### src/rtl/cv32e40x_lsu_resp_tracker.sv
// In-order tracker of outstanding LSU bus transfers: early core responses for bufferable
// stores, zero-latency pass-through otherwise, sticky imprecise error capture for early stores.
module cv32e40x_lsu_resp_tracker #(
  parameter int DEPTH      = 2,
  parameter int ADDR_WIDTH = 32,
  localparam int CNT_W     = $clog2(DEPTH + 1)
) (
  input  logic                  clk,
  input  logic                  rst_n,
  // core side request
  input  logic                  valid_i,
  input  logic [ADDR_WIDTH-1:0] addr_i,
  input  logic                  we_i,
  input  logic                  bufferable_i,
  output logic                  ready_o,
  // bus side request
  output logic                  valid_o,
  input  logic                  ready_i,
  // bus response
  input  logic                  resp_valid_i,
  input  logic                  resp_err_i,
  // core response
  output logic                  resp_valid_o,
  output logic                  resp_err_o,
  // imprecise error
  output logic                  err_valid_o,
  output logic [ADDR_WIDTH-1:0] err_addr_o,
  input  logic                  err_ack_i,
  // status
  output logic [CNT_W-1:0]      bus_cnt_o,
  output logic                  busy_o
);

  localparam int PTR_W = (DEPTH > 1) ? $clog2(DEPTH) : 1;
  localparam logic [CNT_W-1:0] DEPTH_CNT = CNT_W'(DEPTH);
  localparam logic [PTR_W-1:0] LAST_PTR  = PTR_W'(DEPTH - 1);

  // Wrap explicitly so non-power-of-two depths work.
  function automatic logic [PTR_W-1:0] ptr_inc(input logic [PTR_W-1:0] p);
    return (p == LAST_PTR) ? '0 : p + PTR_W'(1);
  endfunction

  logic                  early_q [DEPTH];
  logic [ADDR_WIDTH-1:0] addr_q  [DEPTH];

  logic [PTR_W-1:0]      wr_ptr;
  logic [PTR_W-1:0]      bus_ptr;
  logic [PTR_W-1:0]      core_ptr;
  logic [CNT_W-1:0]      bus_cnt;
  logic [CNT_W-1:0]      core_cnt;
  logic                  err_valid;
  logic [ADDR_WIDTH-1:0] err_addr;

  logic not_full;
  logic push;
  logic retire;
  logic imp_err;

  assign not_full = (bus_cnt < DEPTH_CNT);
  assign valid_o  = valid_i && not_full;
  assign ready_o  = ready_i && not_full;
  assign push     = valid_o && ready_i;
  assign retire   = resp_valid_i && (bus_cnt != '0);
  assign imp_err  = retire && resp_err_i && early_q[bus_ptr];

  // A non-early head may only answer once it is also the oldest entry on the bus.
  always_comb begin
    resp_valid_o = 1'b0;
    resp_err_o   = 1'b0;
    if (core_cnt != '0) begin
      if (early_q[core_ptr]) begin
        resp_valid_o = 1'b1;
      end else if (core_ptr == bus_ptr) begin
        resp_valid_o = resp_valid_i;
        resp_err_o   = resp_err_i;
      end
    end
  end

  always_ff @(posedge clk or negedge rst_n) begin
    if (!rst_n) begin
      for (int i = 0; i < DEPTH; i++) begin
        early_q[i] <= 1'b0;
        addr_q[i]  <= '0;
      end
    end else if (push) begin
      early_q[wr_ptr] <= we_i && bufferable_i;
      addr_q[wr_ptr]  <= addr_i;
    end
  end

  always_ff @(posedge clk or negedge rst_n) begin
    if (!rst_n) begin
      wr_ptr   <= '0;
      bus_ptr  <= '0;
      core_ptr <= '0;
    end else begin
      if (push)         wr_ptr   <= ptr_inc(wr_ptr);
      if (retire)       bus_ptr  <= ptr_inc(bus_ptr);
      if (resp_valid_o) core_ptr <= ptr_inc(core_ptr);
    end
  end

  always_ff @(posedge clk or negedge rst_n) begin
    if (!rst_n) begin
      bus_cnt  <= '0;
      core_cnt <= '0;
    end else begin
      case ({push, retire})
        2'b10:   bus_cnt <= bus_cnt + CNT_W'(1);
        2'b01:   bus_cnt <= bus_cnt - CNT_W'(1);
        default: bus_cnt <= bus_cnt;
      endcase
      case ({push, resp_valid_o})
        2'b10:   core_cnt <= core_cnt + CNT_W'(1);
        2'b01:   core_cnt <= core_cnt - CNT_W'(1);
        default: core_cnt <= core_cnt;
      endcase
    end
  end

  // First error wins until acknowledged; an ack coinciding with a new error re-arms on it.
  always_ff @(posedge clk or negedge rst_n) begin
    if (!rst_n) begin
      err_valid <= 1'b0;
      err_addr  <= '0;
    end else if (imp_err && (!err_valid || err_ack_i)) begin
      err_valid <= 1'b1;
      err_addr  <= addr_q[bus_ptr];
    end else if (err_ack_i) begin
      err_valid <= 1'b0;
    end
  end

  assign err_valid_o = err_valid;
  assign err_addr_o  = err_addr;
  assign bus_cnt_o   = bus_cnt;
  assign busy_o      = (bus_cnt != '0) || valid_i;

endmodule

### config.mk
export PLATFORM = sky130hd
export DESIGN_NAME = cv32e40x_lsu_resp_tracker
export DESIGN_NICKNAME = d
export VERILOG_FILES = /design/src/rtl/cv32e40x_lsu_resp_tracker.sv
export SDC_FILE = /design/constraint.sdc
export NUM_CORES = 1
export LEC_CHECK = 0
export ABC_AREA = 1
export BUFFER_PORTS_ARGS = -buffer_cell sky130_fd_sc_hd__buf_4
export CAP_MARGIN = 5
export CORE_MARGIN = 8
export CORE_UTILIZATION = 50
export CTS_CLUSTER_DIAMETER = 30
export DETAILED_ROUTE_END_ITERATION = 10
export PLACE_DENSITY = 0.75
export SYNTH_ARGS = -nofsm -noshare
export SYNTH_HDL_FRONTEND = slang
export SYNTH_SLANG_ARGS = --single-unit
### constraint.sdc
create_clock -name clk -period 1.7 [get_ports clk]
set_clock_uncertainty 0.05 [all_clocks]
set_input_delay 0.34 -clock clk [delete_from_list [all_inputs] [get_ports clk]]
set_output_delay 0.34 -clock clk [all_outputs]
set_load 0.01 [all_outputs]
### Word-level counts from Yosys, hierarchy flattened

Cells that the tools add are included.

* $add $sub $neg: 7
* multipliers: 0
* divide/modulo/power cells: 0
* $lt $le $gt $ge: 5
* equality and inequality tests: 5
* shifts and indexed selects: 0
* muxes and demuxes: 28
* bitwise logic cells: 3
* reductions and logical operators: 17

Operator list (count)
* $mux 32: 4
* $bwmux 64: 1
* $demux 32 s1: 1
* $mux 1: 18
* $reduce_bool 2->1: 5
* $logic_and 1x1->1: 9
* $pmux 2 s2: 2
* $ge 2x2->1 const B: 3
* $not 1->2: 3
* $add 2x1->2 const B: 2
* $eq 2x1->1 const B: 2
* $eq 2x2->1 const B: 2
* $sub 2x1->2 const B: 2
* $add 1x1->1 const B: 3
* $bwmux 2: 1
* $logic_or 1x1->1: 2
* $lt 2x1->1 const B: 1
* $lt 2x2->1 const B: 1
* $demux 1 s1: 1
* $eq 1x1->1: 1
* $logic_not 1->1: 1

* flip-flop bits (word level): 106
* bits in latches: 0
* bits in writable memories: 0
* bits in read-only memories: 0
* input port bits: 41
* output and inout port bits: 40
* memories: 0

### Depth between registers and ports, before layout

Gate-level depths: netlist of the first run.

* word-level depth: 8
* gate-level depth with buffers: 11

### Least setup slack after synthesis of the first run

Ideal clock, no wire load.

* path kind: register to register
* start point: reg bus_ptr
* end point: reg core_cnt[1]
* arrival: 1510 ps
* data required time: 1526 ps
* path slack: 16 ps
* cell stages (with the launch flop): 12
* path buffers: 1
* clock period less this slack: 1684 ps
* cell sequence: dfrtp_1 -> buf_6 -> inv_4 -> nand2_1 -> nand3_1 -> nand2_1 -> nand2_1 -> inv_1 -> ha_1 -> a21oi_1 -> o21ai_0 -> xnor2_1

* word-level cells in the longest chain between the ends: 6
* elaborated cells on any way between the ends: 8

Ends and longest elaborated chain
* start: declaration: RTL line 47 `logic [PTR_W-1:0] bus_ptr;`
* start signal: assignment: RTL line 99 `if (retire) bus_ptr <= ptr_inc(bus_ptr);`
* $eq 1x1->1 *: RTL line 73 `end else if (core_ptr == bus_ptr) begin`
* $mux 1 *: RTL line 73
* $mux 1 *: RTL line 71 `if (early_q[core_ptr]) begin`
* $mux 1 *: RTL line 70 `if (core_cnt != '0) begin`
* net resp_valid_o: RTL line 23 `output logic resp_valid_o,`
* $eq 2x1->1 / $eq 2x2->1 (equally long branches): RTL line 114 `case ({push, resp_valid_o})`
* $pmux 2 s2 / $reduce_bool 2->1 (equally long branches)
* end signal: assignment: RTL line 115 `2'b10: core_cnt <= core_cnt + CNT_W'(1);`
* end signal: assignment: RTL line 116 `2'b01: core_cnt <= core_cnt - CNT_W'(1);`
* end signal: assignment: RTL line 117 `default: core_cnt <= core_cnt;`
* end: declaration: RTL line 50 `logic [CNT_W-1:0] core_cnt;`

The timed path passes the listed nets; every way through them passes the cells marked *.
A chain may end at the register's enable or synchronous reset.

### Worst setup path after layout of the first run

* start point: reg core_ptr
* end point: out resp_err_o

* word-level cells in the longest chain between the ends: 6
* elaborated cells on any way between the ends: 8

Ends and longest elaborated chain
* start: declaration: RTL line 48 `logic [PTR_W-1:0] core_ptr;`
* start signal: assignment: RTL line 100 `if (resp_valid_o) core_ptr <= ptr_inc(core_ptr);`
* $not 1->2 (not written as such): RTL line 71
* $mux 1 (not written as such) (3 in a row): RTL line 71
* $mux 1 *: RTL line 71
* $mux 1 *: RTL line 70
* end: declaration: RTL line 24 `output logic resp_err_o,`

Mark *: on every way between the ends. The rest lies on a longest branch, timed or not. The select of a mux whose other input is x is not followed.

==> metrics, run 1 <==
fillcell total=793; grt ovf=0; worst vdd ir=0.753 mV; Avg WL per Cell=15.1 um; Cell Area, Synth=0.00472 mm^2; GRT Util Overall=17.4%; TritonCTS clock tree=built; Hold Fails Final Rpt=0; first-pass GRT wire length=18.1 mm; largest net degree at the start of global routing=68; H-Tree Level Count=3; antenna violations before repair=0; root buf cell=clkbuf_8; Core Area=0.00920 mm^2; Synth Warn #=0; min-delay src=addr_i[25]; ANT cells=0; register area=0.00266 mm^2; Placed Cells=720; number of global-route vias before repair=3,794; Final TNS setup=-310 ps; DR pass1 iterations=4; RSZ-0062 raised after global routing=yes; Rel. slew slack=72.2%; Mapped Avg Cell Area=8.61 um^2; crit start category=flip-flop; Yosys top cell area share=56.2%; worst reg2reg path startpoint=core_ptr; Post-DRT Antenna Nets=0; die area=0.0128 mm^2; Sink Count=106; crit end category=output port; Chip Height=113 um; post-synthesis cell count=548; hold depth=3; syn_nets=591; fin area=0.00587 mm^2; Worst Tran Pin Value=416 ps; Max-Cap Viols=0; RD Place Congestion=0.765; Worst Hold Class=input pin to flip-flop; Netlist cell types=28; CP arrival=1440 ps; layout cell share with drive strength beyond 1=25.5%; total CTS buffers=9; Post-DP Area=0.00538 mm^2; sequential share of the synthesized area=56.2%; worst path required time=1310 ps; final WL=11.5 mm; top post-synthesis cells by count=241 x nand2_1, 106 x dfrtp_1, 62 x o21ai_1; routed via count=3,809; CTS max path bufs=2; nets=688; Reg2Reg Depth=11; 1st-iter DRT viols=256; kind of critical path=flip-flop to output port; EDFF count, synth=0; Cell Count, Final, Fillers Out=761; CP max FO=5; IO Port Bufs=80; row count=35; Yosys reg bits=106; Max Slew Vio Count=0; DP Worst Slack=-34.5 ps; DRC viols=0; hpwl dp=6.99 mm; Hold WS=179 ps; leak pwr=0.00325 uW; power per cell area=1750 mW/mm^2; fin crit period=1830 ps; Main synth FF type=dfrtp_1; ratio of final minimum period to clock period=108%; cell taking the most area after synthesis=dfrtp_1; Clock Latency Late Sink=360 ps; multi-input logic area=0.00172 mm^2; Die Width=113 um; Post-synth ARST share=100%; Final WS setup=-128 ps; Worst-path clk slew=110 ps; Starting Density=51.3%; CP startpoint=core_ptr; Vias per Instance=5.01; Top Ports=81; synth top area cells=dfrtp_1 56%, nand2_1 19%, o21ai_1 6.6%, nand3_1 3.6%, inv_1 3.3%; status=finished with violations; R2R Setup Slk=-100 ps; failing checks=setup timing; Final Setup Violations=4; area delta synth->final=24.5%; f_max=0.547 GHz; top-count cell post-synth=nand2_1
-- final timing paths --
path / to
worst max register to register: core_ptr
worst max-delay path: resp_err_o
max in group asynchronous: err_addr_o[24]
worst min-delay path: addr_q[25]
min in group asynchronous: core_cnt[0]
worst min register to register: err_addr_o[9]
-- cells in the final DEF, fill, tap and decap left out, types with 2 or more instances in the layout --
cell | Yosys | final
nand2_1 | 241 | 235
buf_4 | 3 | 104
dfrtp_1 | 106 | 103
o21ai_1 | 62 | 63
inv_1 | 41 | 39
nand3_1 | 34 | 32
clkbuf_8 | 0 | 11
buf_12 | 0 | 7
nand2_2 | 2 | 6
o21ai_2 | 4 | 5
inv_2 | 2 | 4
nand2_4 | 1 | 3
nand3_2 | 1 | 3
xnor2_1 | 3 | 3
dfrtp_2 | 0 | 3
nor2_1 | 3 | 2
nor2_4 | 2 | 2
nor2_2 | 1 | 2
xor2_1 | 2 | 2
inv_6 | 0 | 2
buf_6 | 13 | 2
-- layout make-up --
type,instances,share of cell area [%]
sequential,106,45.2
multi-input combinational,368,29.3
timing repair buffer,116,16.9
inverter,44,2.85
clock buffer,11,2.58
tap,111,2.36
clock inverter,5,0.767
-- per-stage QoR --
| stage | util, % | total power (uW) |
|---|---|---|
| global placement | 58.5 | 7730 |
| detailed placement | 58.5 | 7920 |
| global route | 63.9 | 11000 |
| finish | 63.9 | 10300 |
| floorplan | - | 6650 |
| CTS | 62.8 | 9970 |
-- critical path, stage by stage (launching register included) --
cell	delay, ps
dfrtp_2	470
inv_2	70
nand2_2	80
nand4_1	180
nor2_2	150
buf_4	130
-- state kept, by name, summed over array words and instances (netlist names) --
register,cells
addr_q,64
err_addr_o,32
bus_cnt_o,2
core_cnt,2
early_q,2
bus_ptr,1
core_ptr,1
err_valid_o,1
wr_ptr,1
-- layer usage --
| layer | track usage, % | part of all wire [%] | vias to the layer above |
|---|---|---|---|
| li1 | - | - | 1901 |
| met1 | 22.5 | 45 | 1802 |
| met2 | 27.7 | 49 | 96 |
| met3 | 3.67 | 5.2 | 10 |
| met4 | 7.82 | 1.2 | 0 |
| met5 | 0 | 0 | - |
-- power by group --
group	leakage (uW)	switching (uW)	internal (uW)
clock network	0.0000985	889	638
registers	0.00134	684	3620
logic	0.00181	2350	2110
total	0.00325	3920	6360
-- cells by family (layout without fill, tap and decap cells) --
group	count (synthesis)	in the layout	share of synthesized area, %
AND/OR/NAND/NOR	290	290	26.0
flip-flops	106	106	56.2
buffers and inverters	74	176	8.49
AO/OA/AOI/OAI	71	71	7.85
XOR/XNOR	5	5	0.929
adder cells (fa/ha/maj)	2	2	0.530
-- repair_timing --
| action | CTS | global route |
|---|---|---|
| endpoints found under the hold margin | 27 | 0 |
| setup buffers | 18 | 5 |
| pin swaps | 5 | 7 |
| hold buffers | 1 | 0 |
| setup endpoints to repair | 3 | 7 |
| gates cloned | 0 | 1 |
| resized for setup | 19 | 6 |
(Power assumes the default switching activity.)
==> run 2, diff against run 1 <==
- clock period: 1.7 -> 1.5 ns (I/O delays scaled with it)
==> run 2 against run 1 <==
The run still ends with setup timing left; largest power group unchanged; combinational power rose by 17%; sequential share of layout area fell by 2.2 points; non-clock buffer count rose by 4; flip-flop and latch count did not move; design area rose by 5.1%; first-iteration DRC count fell by 29%; register-to-register slack got worse by 60 ps; highest routed layer unchanged; sequential power rose by 14%; setup slack got worse by 140 ps; global-route usage fell by 0.48 points; die area did not move.
==> metrics, run 2 (synthesized netlist as in run 1, its figures left out) <==
status=finished with violations (unchanged); failing checks=setup timing (unchanged); Clock Latency Late Sink=360 ps (about the same); Total Power=11,800 uW (was 10,300 uW); sequential share of power=41.4% (was 41.8%); largest net degree at the start of global routing=68 (unchanged); Core Area=0.00920 mm^2 (unchanged); Layout Utilization=67.1% (was 63.9%); Avg WL per Cell=16.5 um (was 15.1 um); routed via count=3,942 (was 3,809); total CTS buffers=9 (unchanged); CP max FO=5 (unchanged); NetSw=4590 uW (was 3920 uW); nets=693 (was 688); worst path required time=1150 ps (was 1310 ps); most frequent cells in the layout=215 x nand2_1, 103 x dfrtp_1, 91 x buf_4 (was 235 x nand2_1, 104 x buf_4, 103 x dfrtp_1); number of global-route vias before repair=3,814 (was 3,794); root buf cell=clkbuf_8 (unchanged); min-delay src=addr_i[30] (was addr_i[25]); TritonCTS clock tree=built (unchanged); crit start category=flip-flop (unchanged); row count=35 (unchanged); Worst Hold Class=input pin to flip-flop (unchanged); Final TNS setup=-906 ps (was -310 ps); Post-DP Area=0.00547 mm^2 (was 0.00538 mm^2); crit end category=output port (unchanged); kind of critical path=flip-flop to output port (unchanged); most flop-heavy register=addr_q (unchanged); layout cell share with drive strength beyond 1=31.0% (was 25.5%); Power Internal=7250 uW (was 6360 uW); leak pwr=0.00336 uW (was 0.00325 uW); DRC viols=0 (unchanged); final WL=12.6 mm (was 11.5 mm); combinational group share of total power=44.0% (was 43.4%); RSZ-0062 raised after global routing=yes (unchanged); most common cell after layout, fill and taps aside=nand2_1 (unchanged); 1st-iter DRT viols=182 (was 256); fin area=0.00617 mm^2 (was 0.00587 mm^2); ANT cells=0 (unchanged); worst vdd ir=0.964 mV (was 0.753 mV); DR pass1 iterations=4 (unchanged); CTS max path bufs=2 (unchanged); CP arrival=1410 ps (was 1440 ps); Final Setup Violations=15 (was 4); Chip Height=113 um (unchanged); Top Ports=81 (unchanged); ratio of final minimum period to clock period=118%; Post-DRT Antenna Nets=0 (unchanged); Sink Count=106 (unchanged); fillcell total=746 (was 793); IO Port Bufs=80 (unchanged); Worst Tran Pin Value=407 ps (was 416 ps); Die Width=113 um (unchanged); power per cell area=1920 mW/mm^2 (was 1750 mW/mm^2); Vias per Instance=5.15 (was 5.01); Largest register FFs=64 (unchanged); Hold Fails Final Rpt=0 (unchanged); Final WS setup=-265 ps (was -128 ps); area delta synth->final=30.8% (was 24.5%); antenna violations before repair=0 (unchanged); Rel. slew slack=72.9% (was 72.2%); die area=0.0128 mm^2 (unchanged); Placed Cells=726 (was 720); H-Tree Level Count=3 (unchanged); first-pass GRT wire length=17.8 mm (was 18.1 mm); Max Slew Vio Count=0 (unchanged); worst reg2reg path startpoint=core_ptr (unchanged); Cell Count, Final, Fillers Out=766 (was 761); GRT Util Overall=17.0% (was 17.4%); Worst-path clk slew=100 ps (was 110 ps); hpwl dp=7.05 mm (was 6.99 mm); RD Place Congestion=0.748 (was 0.765); grt ovf=0 (unchanged); f_max=0.567 GHz; Max-Cap Viols=0 (unchanged); Starting Density=51.3% (unchanged); Net Sw Frac=38.8% (was 38.2%); fin crit period=1760 ps; CP startpoint=core_ptr (unchanged); clock power share=14.6% (was 14.8%)
run 2: area by class of cell:
| class | instances | area (um^2) | area share, % |
|---|---|---|---|
| Clock inverter | 6 | 53.8 | 0.872 |
| Timing Repair Buffer | 120 | 1130 | 18.3 |
| Multi-Input combinational cell | 369 | 1890 | 30.6 |
| Sequential cell | 106 | 2660 | 43.0 |
| Inverter | 44 | 168 | 2.72 |
| Clock buffer | 10 | 138 | 2.23 |
| Tap cell | 111 | 139 | 2.25 |
run 2: path summary, 6_finish.rpt:
path,end,slack [ps],cells past startpoint
min in group asynchronous,core_cnt[0],320,2
max in group asynchronous,addr_q[0],530,3
hold / removal,addr_q[30],140,3
setup / recovery,resp_valid_o,-260,8
setup reg to reg,core_cnt[1],-160,11
hold reg to reg,core_cnt[1],430,1
run 2: critical path: stages (launching register included):
cell,delay [ps]
dfrtp_2,460
inv_2,80
nand2_2,60
nand3_2,70
nand2_2,60
nand2_2,70
inv_2,40
buf_6,100
buf_6,110
run 2: power groups by stage:
stage | clock network, uW | registers, uW | logic, uW
detailed placement | 0 | 4850 | 4310
global route | 1900 | 5060 | 5760
floorplan | 0 | 4860 | 2790
global placement | 0 | 4780 | 4140
finish | 1720 | 4900 | 5220
CTS | 1760 | 4810 | 4670
run 2: stage by stage:
step                      hold slack (ps)  worst slack, ps
final                                 139             -265
after global routing                  129             -338
after CTS                             132             -248
after detailed placement              168            -85.4
after global placement                164             1.31
after floorplan                     -45.6            -24.5
run 2: repair_timing:
action,CTS,global route
setup endpoints to repair,5,41
endpoints found under the hold margin,20,0
cloned,0,11
hold buffers,1,0
resized for setup,14,50
pin swaps,6,8
buffers inserted,11,2
run 2: metal layers:
metal	vias to the layer above	GRT usage, %	wire length [um]
met4	0	4.88	231
met1	1860	20.5	5050
met3	19	3.41	855
li1	1926	-	-
met2	137	29.8	6480
met5	-	0	0
